File: src/rtl/mem_arbiter.sv
// Arbitrates instruction fetch and load/store requests onto one byte-wide
// synchronous RAM and serialises 1/2/4-byte accesses into byte cycles.
module mem_arbiter #(
  parameter int ADDR_W     = 32,
  parameter int RD_LAT     = 1,
  parameter int STARVE_MAX = 4
) (
  input  logic              clk,
  input  logic              rst,
  input  logic              flush,
  input  logic              i_valid,
  input  logic [ADDR_W-1:0] i_addr,
  output logic              i_ready,
  output logic              i_rsp_valid,
  output logic [31:0]       i_rsp_inst,
  output logic [ADDR_W-1:0] i_rsp_addr,
  input  logic              d_valid,
  input  logic              d_we,
  input  logic [ADDR_W-1:0] d_addr,
  input  logic [31:0]       d_wdata,
  input  logic [1:0]        d_size,
  input  logic              d_signed,
  output logic              d_ready,
  output logic              d_rsp_valid,
  output logic [31:0]       d_rsp_data,
  output logic [ADDR_W-1:0] ram_addr,
  output logic [7:0]        ram_dout,
  output logic              ram_we,
  input  logic [7:0]        ram_din,
  output logic [1:0]        o_dbg_state
);

  localparam int CW = $clog2(RD_LAT + 6);
  localparam int SW = $clog2(STARVE_MAX + 1);
  localparam logic [CW-1:0] ONE_C   = CW'(1);
  localparam logic [CW-1:0] TWO_C   = CW'(2);
  localparam logic [CW-1:0] FOUR_C  = CW'(4);
  localparam logic [CW-1:0] LAT_C   = CW'(RD_LAT);
  localparam logic [CW-1:0] LAT1_C  = CW'(RD_LAT + 1);
  localparam logic [SW-1:0] SONE_C  = SW'(1);
  localparam logic [SW-1:0] STARV_C = SW'(STARVE_MAX);

  typedef enum logic [1:0] {
    S_IDLE  = 2'd0,
    S_ISSUE = 2'd1,
    S_DRAIN = 2'd2
  } state_t;

  state_t              r_state;
  state_t              w_state_next;
  logic                r_live;
  logic [SW-1:0]       r_starve;
  logic [ADDR_W-1:0]   r_addr;
  logic [31:0]         r_wdata;
  logic                r_we;
  logic                r_signed;
  logic                r_is_fetch;
  logic                r_squash;
  logic [CW-1:0]       r_n;
  logic [CW-1:0]       r_cyc;
  logic [31:0]         r_data;
  logic [ADDR_W-1:0]   r_ram_addr;
  logic [7:0]          r_ram_dout;
  logic                r_ram_we;
  logic                r_i_rsp_valid;
  logic [31:0]         r_i_rsp_inst;
  logic [ADDR_W-1:0]   r_i_rsp_addr;
  logic                r_d_rsp_valid;
  logic [31:0]         r_d_rsp_data;

  logic                w_idle;
  logic                w_d_ready;
  logic                w_i_ready;
  logic                w_d_go;
  logic                w_i_go;
  logic [CW-1:0]       w_n_req;
  logic                w_flush_hit;
  logic                w_final;
  logic                w_issue;
  logic                w_squash;
  logic                w_store_done;
  logic                w_read_done;
  logic                w_rsp_en;
  logic [CW-1:0]       w_samp_idx;
  logic                w_sample;
  logic [31:0]         w_rdata;
  logic [31:0]         w_ext;
  logic [7:0]          w_wbyte;

  // Handshake: a request transfers on the rising edge where valid & ready are
  // both high; ready is only offered in IDLE and never depends on a later edge.
  // Data wins the tie unless a waiting fetch has already lost STARVE_MAX times.
  assign w_idle    = (r_state == S_IDLE);
  assign w_d_ready = r_live & w_idle & ~(i_valid & ~flush & (r_starve == STARV_C));
  assign w_i_ready = r_live & w_idle & ~flush & ~(d_valid & w_d_ready);
  assign w_d_go    = d_valid & w_d_ready;
  assign w_i_go    = i_valid & w_i_ready;

  assign w_flush_hit = flush & r_is_fetch & ~w_idle;
  assign w_final     = (r_cyc == r_n + LAT_C);
  assign w_rsp_en    = ~r_squash & ~w_flush_hit;

  always_comb begin
    w_n_req = FOUR_C;
    case (d_size)
      2'd0:    w_n_req = ONE_C;
      2'd1:    w_n_req = TWO_C;
      default: w_n_req = FOUR_C;
    endcase
  end

  always_ff @(posedge clk or negedge rst) begin
    if (!rst) r_state <= S_IDLE;
    else      r_state <= w_state_next;
  end

  always_comb begin
    w_state_next = r_state;
    w_issue      = 1'b0;
    w_squash     = 1'b0;
    w_store_done = 1'b0;
    w_read_done  = 1'b0;
    case (r_state)
      S_IDLE: begin
        if (w_d_go)      w_state_next = (!d_we && d_size == 2'd0) ? S_DRAIN : S_ISSUE;
        else if (w_i_go) w_state_next = S_ISSUE;
      end
      S_ISSUE: begin
        if (r_we) begin
          if (r_cyc == r_n) begin
            w_store_done = 1'b1;
            w_state_next = S_IDLE;
          end else begin
            w_issue = 1'b1;
          end
        end else if (w_flush_hit) begin
          w_squash     = 1'b1;
          w_state_next = S_DRAIN;
        end else begin
          w_issue = 1'b1;
          if (r_cyc == r_n - ONE_C) w_state_next = S_DRAIN;
        end
      end
      S_DRAIN: begin
        if (w_flush_hit) w_squash = 1'b1;
        if (w_final) begin
          w_read_done  = 1'b1;
          w_state_next = S_IDLE;
        end
      end
      default: w_state_next = S_IDLE;
    endcase
  end

  // Byte k issued at edge t0+k comes back on edge t0+k+RD_LAT+1.
  assign w_samp_idx = r_cyc - LAT1_C;
  assign w_sample   = ~w_idle & ~r_we & (r_cyc >= LAT1_C) & (w_samp_idx < r_n);

  always_comb begin
    w_rdata = r_data;
    if (w_sample) begin
      case (w_samp_idx[1:0])
        2'd0:    w_rdata[7:0]   = ram_din;
        2'd1:    w_rdata[15:8]  = ram_din;
        2'd2:    w_rdata[23:16] = ram_din;
        default: w_rdata[31:24] = ram_din;
      endcase
    end
  end

  always_comb begin
    w_ext = w_rdata;
    if (r_n == ONE_C)      w_ext = {{24{r_signed & w_rdata[7]}}, w_rdata[7:0]};
    else if (r_n == TWO_C) w_ext = {{16{r_signed & w_rdata[15]}}, w_rdata[15:0]};
  end

  always_comb begin
    w_wbyte = r_wdata[7:0];
    case (r_cyc[1:0])
      2'd1:    w_wbyte = r_wdata[15:8];
      2'd2:    w_wbyte = r_wdata[23:16];
      2'd3:    w_wbyte = r_wdata[31:24];
      default: w_wbyte = r_wdata[7:0];
    endcase
  end

  always_ff @(posedge clk or negedge rst) begin
    if (!rst) begin
      r_starve <= '0;
    end else if (!i_valid || w_i_go) begin
      r_starve <= '0;
    end else if (w_d_go && r_starve != STARV_C) begin
      r_starve <= r_starve + SONE_C;
    end
  end

  always_ff @(posedge clk or negedge rst) begin
    if (!rst) begin
      r_live        <= 1'b0;
      r_addr        <= '0;
      r_wdata       <= '0;
      r_we          <= 1'b0;
      r_signed      <= 1'b0;
      r_is_fetch    <= 1'b0;
      r_squash      <= 1'b0;
      r_n           <= '0;
      r_cyc         <= '0;
      r_data        <= '0;
      r_ram_addr    <= '0;
      r_ram_dout    <= '0;
      r_ram_we      <= 1'b0;
      r_i_rsp_valid <= 1'b0;
      r_i_rsp_inst  <= '0;
      r_i_rsp_addr  <= '0;
      r_d_rsp_valid <= 1'b0;
      r_d_rsp_data  <= '0;
    end else begin
      r_live        <= 1'b1;
      r_i_rsp_valid <= 1'b0;
      r_d_rsp_valid <= 1'b0;
      if (w_d_go) begin
        r_addr     <= d_addr;
        r_wdata    <= d_wdata;
        r_we       <= d_we;
        r_signed   <= d_signed;
        r_is_fetch <= 1'b0;
        r_squash   <= 1'b0;
        r_n        <= w_n_req;
        r_cyc      <= ONE_C;
        r_data     <= '0;
        r_ram_addr <= d_addr;
        r_ram_we   <= d_we;
        r_ram_dout <= d_wdata[7:0];
      end else if (w_i_go) begin
        r_addr     <= i_addr;
        r_wdata    <= '0;
        r_we       <= 1'b0;
        r_signed   <= 1'b0;
        r_is_fetch <= 1'b1;
        r_squash   <= 1'b0;
        r_n        <= FOUR_C;
        r_cyc      <= ONE_C;
        r_data     <= '0;
        r_ram_addr <= i_addr;
        r_ram_we   <= 1'b0;
        r_ram_dout <= '0;
      end else if (!w_idle) begin
        r_cyc  <= r_cyc + ONE_C;
        r_data <= w_rdata;
        if (w_issue) begin
          r_ram_addr <= r_addr + ADDR_W'(r_cyc);
          r_ram_dout <= w_wbyte;
        end
        // A squash mid-issue shrinks the transfer to the bytes already on the
        // bus, so the drain only waits out reads that are really in flight.
        if (w_squash) begin
          r_squash <= 1'b1;
          if (r_state == S_ISSUE) r_n <= r_cyc;
        end
        if (w_store_done) begin
          r_ram_we      <= 1'b0;
          r_d_rsp_valid <= 1'b1;
          r_d_rsp_data  <= '0;
        end
        if (w_read_done && r_is_fetch && w_rsp_en) begin
          r_i_rsp_valid <= 1'b1;
          r_i_rsp_inst  <= w_rdata;
          r_i_rsp_addr  <= r_addr;
        end
        if (w_read_done && !r_is_fetch) begin
          r_d_rsp_valid <= 1'b1;
          r_d_rsp_data  <= w_ext;
        end
      end
    end
  end

  assign i_ready     = w_i_ready;
  assign d_ready     = w_d_ready;
  assign i_rsp_valid = r_i_rsp_valid;
  assign i_rsp_inst  = r_i_rsp_inst;
  assign i_rsp_addr  = r_i_rsp_addr;
  assign d_rsp_valid = r_d_rsp_valid;
  assign d_rsp_data  = r_d_rsp_data;
  assign ram_addr    = r_ram_addr;
  assign ram_dout    = r_ram_dout;
  assign ram_we      = r_ram_we;
  assign o_dbg_state = r_state;

endmodule
File: config.mk
export PLATFORM = sky130hd
export DESIGN_NAME = mem_arbiter
export DESIGN_NICKNAME = d
export VERILOG_FILES = /design/src/rtl/mem_arbiter.sv
export SDC_FILE = /design/constraint.sdc
export NUM_CORES = 1
export LEC_CHECK = 0
export CAP_MARGIN = 20
export CORE_UTILIZATION = 46
export CTS_CLUSTER_DIAMETER = 100
export DETAILED_ROUTE_END_ITERATION = 8
export PLACE_DENSITY_LB_ADDON = 0.08
export SLEW_MARGIN = 20
export SYNTH_ARGS = -nofsm -noshare
export SYNTH_HDL_FRONTEND = slang
export SYNTH_SLANG_ARGS = --single-unit
File: constraint.sdc
create_clock -name clk -period 3.1 [get_ports clk]
set_clock_uncertainty 0.2 [all_clocks]
set_input_delay 0.62 -clock clk [delete_from_list [all_inputs] [get_ports clk]]
set_output_delay 0.62 -clock clk [all_outputs]
set_load 0.05 [all_outputs]
Yosys cells after proc, flatten, opt, wreduce, memory -nomap -nowiden
Cells that the tools add are included.
Cells by class
  $add $sub $neg: 6
  order comparisons: 2
  equal/unequal tests: 19
  multiplexer cells: 79
  bitwise gates (word level): 24
  reductions and logical operators: 27
Operator list (count)
  $mux W32: 16
  $mux W8: 8
  $mux W1: 33
  $add A32 B3 Y32: 1
  $mux W3: 10
  $pmux W8 S3: 1
  $and A1 B1 Y1: 16
  $mux W2: 8
  $reduce_and A4 Y1: 3
  $reduce_bool A3 Y1: 4
  $add A3 B1 Y3 const B: 3
  $eq A3 B3 Y1: 3
  $eq A2 B1 Y1 const B: 4
  $eq A2 B2 Y1 const B: 4
  $not A1 Y1: 8
  $logic_not A2 Y1: 3
  $ne A3 B3 Y1 const B: 2
  $pmux W2 S3: 1
  $pmux W3 S2: 1
  $reduce_and A2 Y1: 3
  $reduce_bool A2 Y1: 3
  $logic_and A1 B1 Y1: 5
  $ne A4 B4 Y1 const B: 1
  $eq A3 B1 Y1 const B: 1
  13 further kinds: 15
Storage, ports and cells
  register bits after elaboration: 251
  output and inout port bits: 143

Longest topological paths before layout
  word-level depth: 12
  mapped depth: 11

Worst setup path before layout
No wires, ideal clock.
  kind: register to output
  start: register r_state[0], in the netlist o_dbg_state[0]
  end: output port i_ready
  arrival time: 3.032 ns
  required time: 2.280 ns
  path slack: -0.752 ns
  stages on the path, launching flop included: 9
  buffers on the path: 2
  cell sequence: dfrtp_1 -> inv_1 -> ha_1 -> buf_2 -> nand2_1 -> a31oi_1 -> and2_1 -> clkbuf_1 -> nor3_1
On the way
  word-level cells in the longest chain between the ends: 6
Ends and longest elaborated chain
  start, declared: line 49  | state_t r_state;
  start signal, assigned: line 114  | else r_state <= w_state_next;
  $logic_not A2 Y1: line 93  | assign w_idle = (r_state == S_IDLE);
  $and A1 B1 Y1 (2 in series): line 94  | assign w_d_ready = r_live & w_idle & ~(i_valid & ~flush & (r_starve == STARV_C));
  net d_ready: line 23  | output logic d_ready,
  $and A1 B1 Y1: line 95  | assign w_i_ready = r_live & w_idle & ~flush & ~(d_valid & w_d_ready);
  $not A1 Y1 (no source line)
  $and A1 B1 Y1: line 95
  end, declared: line 13  | output logic i_ready,
The timed path passes the listed nets, and every way through them passes these cells.

Worst setup path in the final report
  start: input port i_valid
  end: output port i_ready
On the way
  word-level cells in the longest chain between the ends: 7
Ends and longest elaborated chain
  start, declared: line 11  | input logic i_valid,
  $and A1 B1 Y1 (2 in series): line 94
  $not A1 Y1: line 94
  $and A1 B1 Y1: line 94
  $and A1 B1 Y1: line 95
  $not A1 Y1 (no source line)
  $and A1 B1 Y1: line 95
Every way passes these cells.

==> out/qor.csv <==
metric,value,unit
top cell family by delay on the critical path,simple AND/OR/NAND/NOR gates,
clock share of power,20.1,%
TritonCTS clock tree,built,
Fill cells,1972,
M2 GR Usage,39.9,%
post-synth top area cell,dfrtp_1,
Crit Path Max Fanout,3,
TritonCTS buffer count,27,
Detailed Place HPWL,21800,um
async set or reset register ratio after synthesis,100,%
Net Sw Frac,43.1,%
Die Y-Extent,160,um
minimum clock period,3.06,ns
Gate power share,47.0,%
Synth top area share,55.0,%
fmax,327,MHz
unrepaired setup endpoints after global routing,false,
Core ar.,24300,um^2
largest net degree at the start of global routing,100,
WS Path Type,in2out,
largest stage delay on the critical path,0.53,ns
layout cells sized above 1,8.79,%
synthesized cell area,11400,um^2
GPL Wtd Cong,0.843,
GR Util met3,3.67,%
M1 GR Usage,35.2,%
"Req. time, crit path",2.28,ns
"Top FF cell, synth",dfrtp_1,
most frequent cells in the layout,"clkdlybuf4s50_1 (252), dfrtp_1 (251), nand2_1 (185)",
maximum capacitance violations,0,
Antenna Violating Nets Remaining,0,
post-CTS setup buffers,0,
Bufs and invs on worst path,2,
#FFs+latches synth,251,
CTS Sinks,251,
vias in the first global route,9522,
Yosys cell types,61,
Setup crit start kind,primary input,
Flop pwr share,32.9,%
"commonest non-fill, non-tap cell in the layout",clkdlybuf4s50_1,
total number of vias,9345,
Initial Utilization,46.9,%
"Clk Latency, worst-skew pair",0.54,ns
Routed wire per std cell,18.6,um
CTS max path bufs,3,
PortBufs,255,
Total Power,16.5,mW
CP Capture Type,primary output,
VDD IR max,539,uV
DP Area,14600,um^2
Worst Max-Slew Pin Slew,0.798,ns
initial antenna violation count,4,
Synth area leaders,"dfrtp_1 (55%), nand2_1 (6.1%), o21ai_0 (4.1%), mux2i_1 (4.0%), nor2_1 (3.2%)",
"Seq/Total Area, Yosys",55.0,%
clock slew at reported path FFs,0.06,ns
gr usage total,25.2,%
status,finished clean,
Final Cell Area,15500,um^2
die area,25500,um^2
Detailed Route Iter0 Violations,660,
Worst slew margin,46.8,%
1st-pass router iterations,5,
Boundary Pins,256,
gr busiest metal,met2,
synth warn,0,
fin nets,1493,
Syn Area/Cell,10.4,um^2
internal power,9.42,mW
"EDFF count, synth",0,
Post-Route WL,31700,um
Root Driver,clkbuf_16,
Post-Syn Instances,1095,
DR vias/cell,5.48,
area delta synth->final,35.7,%
leakage,7.12,nW
Final Hold Vio Count,0,
Tcrit/Tclk final,98.6,%
first-pass GRT wire length,51100,um
Sw Pwr,7.13,mW
fin. max-slew vios,0,
critical path arrival,2.24,ns
DIE WIDTH,160,um
ordered list of cells on the worst path,clkdlybuf4s50_1 > nor2b_1 > a31oi_4 > and2_2 > nor3_4 > buf_12,
PD cells,1070,nW/um^2
H-Tree Depth,1,
Crit-path slowest cell,clkdlybuf4s50_1,
syn_nets,1231,
Final Setup Violations,0,
total gr overflow,0,
DRC Markers,0,
# rows,57,
HP Class,reg2reg,
-- metrics by stage --
step	instances	setup slack, ns	setup TNS (ns)	hold WS, ns	util (%)
after CTS	1701	0.0703	0	0.282	63.6
after detailed placement	1651	-0.179	-2.34	0.269	59.9
after global routing	1705	0.00544	0	0.317	63.7
after global placement	1651	-0.0665	-0.845	0.262	59.9
after floorplan	1095	0.00503	0	0.124	-
final	1705	0.0425	0	0.274	63.7
-- worst min-delay path: stages, from the launching register on --
cell	delay [ns]
dfrtp_1	0.34
nand2_1	0.05
o21ai_0	0.06
-- per-layer routing --
layer  wire length, um  up-vias
met5                 0        -
met4               838        0
met3              1840       53
met2             14700      343
met1             14200     4569
li1                  -     4380
-- flip-flops by register name, indices dropped and copies added, names as in the netlist --
register	count
o_dbg_state	2
r_squash	1
i_rsp_inst	32
i_rsp_addr	32
ram_we	1
r_n	3
r_live	1
r_we	1
ram_dout	8
r_data	32
d_rsp_valid	1
i_rsp_valid	1
ram_addr	32
r_wdata	32
r_signed	1
d_rsp_data	32
r_is_fetch	1
r_cyc	3
r_starve	3
r_addr	32
-- cell usage after synthesis, drive strengths merged, types with 7 or more instances --
cell type / instances
a31oi: 7
inv: 30
dfrtp: 251
a222oi: 13
o21ai: 103
and3: 8
mux2i: 47
a221oi: 15
ha: 22
o211ai: 11
clkbuf: 43
nand3: 22
a221o: 17
nor2b: 7
nand2: 185
mux2: 47
a21oi: 35
xor2: 19
a22oi: 21
nor2: 96
nand4: 12
xnor2: 16
buf: 23
-- cell families (layout without fill, tap and decap cells) --
logic type	count (synthesis)	after routing	share of synthesized area (%)
buffers and inverters	96	378	3.56
other	1	5	0.0328
AND/OR/NAND/NOR	357	357	13.6
multiplexers	94	94	8.79
AO/OA/AOI/OAI	238	238	13.7
flip-flops	251	251	55.0
XOR/XNOR	35	35	2.75
adder cells (fa/ha/maj)	23	23	2.59
-- area by class of cell --
type | instances | area, um^2 | share of cell area [%]
diodes | 4 | 10.0 | 0.0646
clock buffers | 38 | 747 | 4.82
clock inverters | 11 | 161 | 1.04
inverters | 30 | 113 | 0.727
multi-input cells | 748 | 4770 | 30.8
flip-flops and latches | 251 | 6280 | 40.6
well taps | 324 | 405 | 2.62
repair buffers | 299 | 3000 | 19.4
-- path summary, 6_finish.rpt --
kind                                         endpoint  cells past startpoint  slack, ns                       start
max                                           i_ready                      6       0.04                     i_valid
min                        i_rsp_inst[10]$_DFFE_PN0P_                      2       0.27  i_rsp_inst[10]$_DFFE_PN0P_
max reg2reg                 d_rsp_data[8]$_DFFE_PN0P_                      9       0.21        r_cyc[1]$_DFFE_PN0P_
min reg2reg                i_rsp_inst[10]$_DFFE_PN0P_                      2       0.27  i_rsp_inst[10]$_DFFE_PN0P_
max in group asynchronous  d_rsp_data[16]$_DFFE_PN0P_                      3       1.39                         rst
min in group asynchronous  d_rsp_data[12]$_DFFE_PN0P_                      2       0.41                         rst
-- repair_timing --
item	in CTS	in global routing
gates resized for setup	0	1
hold buffers	1	0
hold endpoints to repair	57	0
endpoints found under the setup margin	0	8
-- power by group through the flow --
stage | sequential [mW] | clock (mW) | combinational [mW]
after floorplan | 7.38 | 0 | 3.09
after global placement | 5.46 | 0 | 7.64
after detailed placement | 5.47 | 0 | 7.78
after CTS | 5.44 | 3.37 | 7.80
after global routing | 5.60 | 3.52 | 8.40
final | 5.44 | 3.33 | 7.77
No activity file was read; power rests on OpenSTA's default activity.
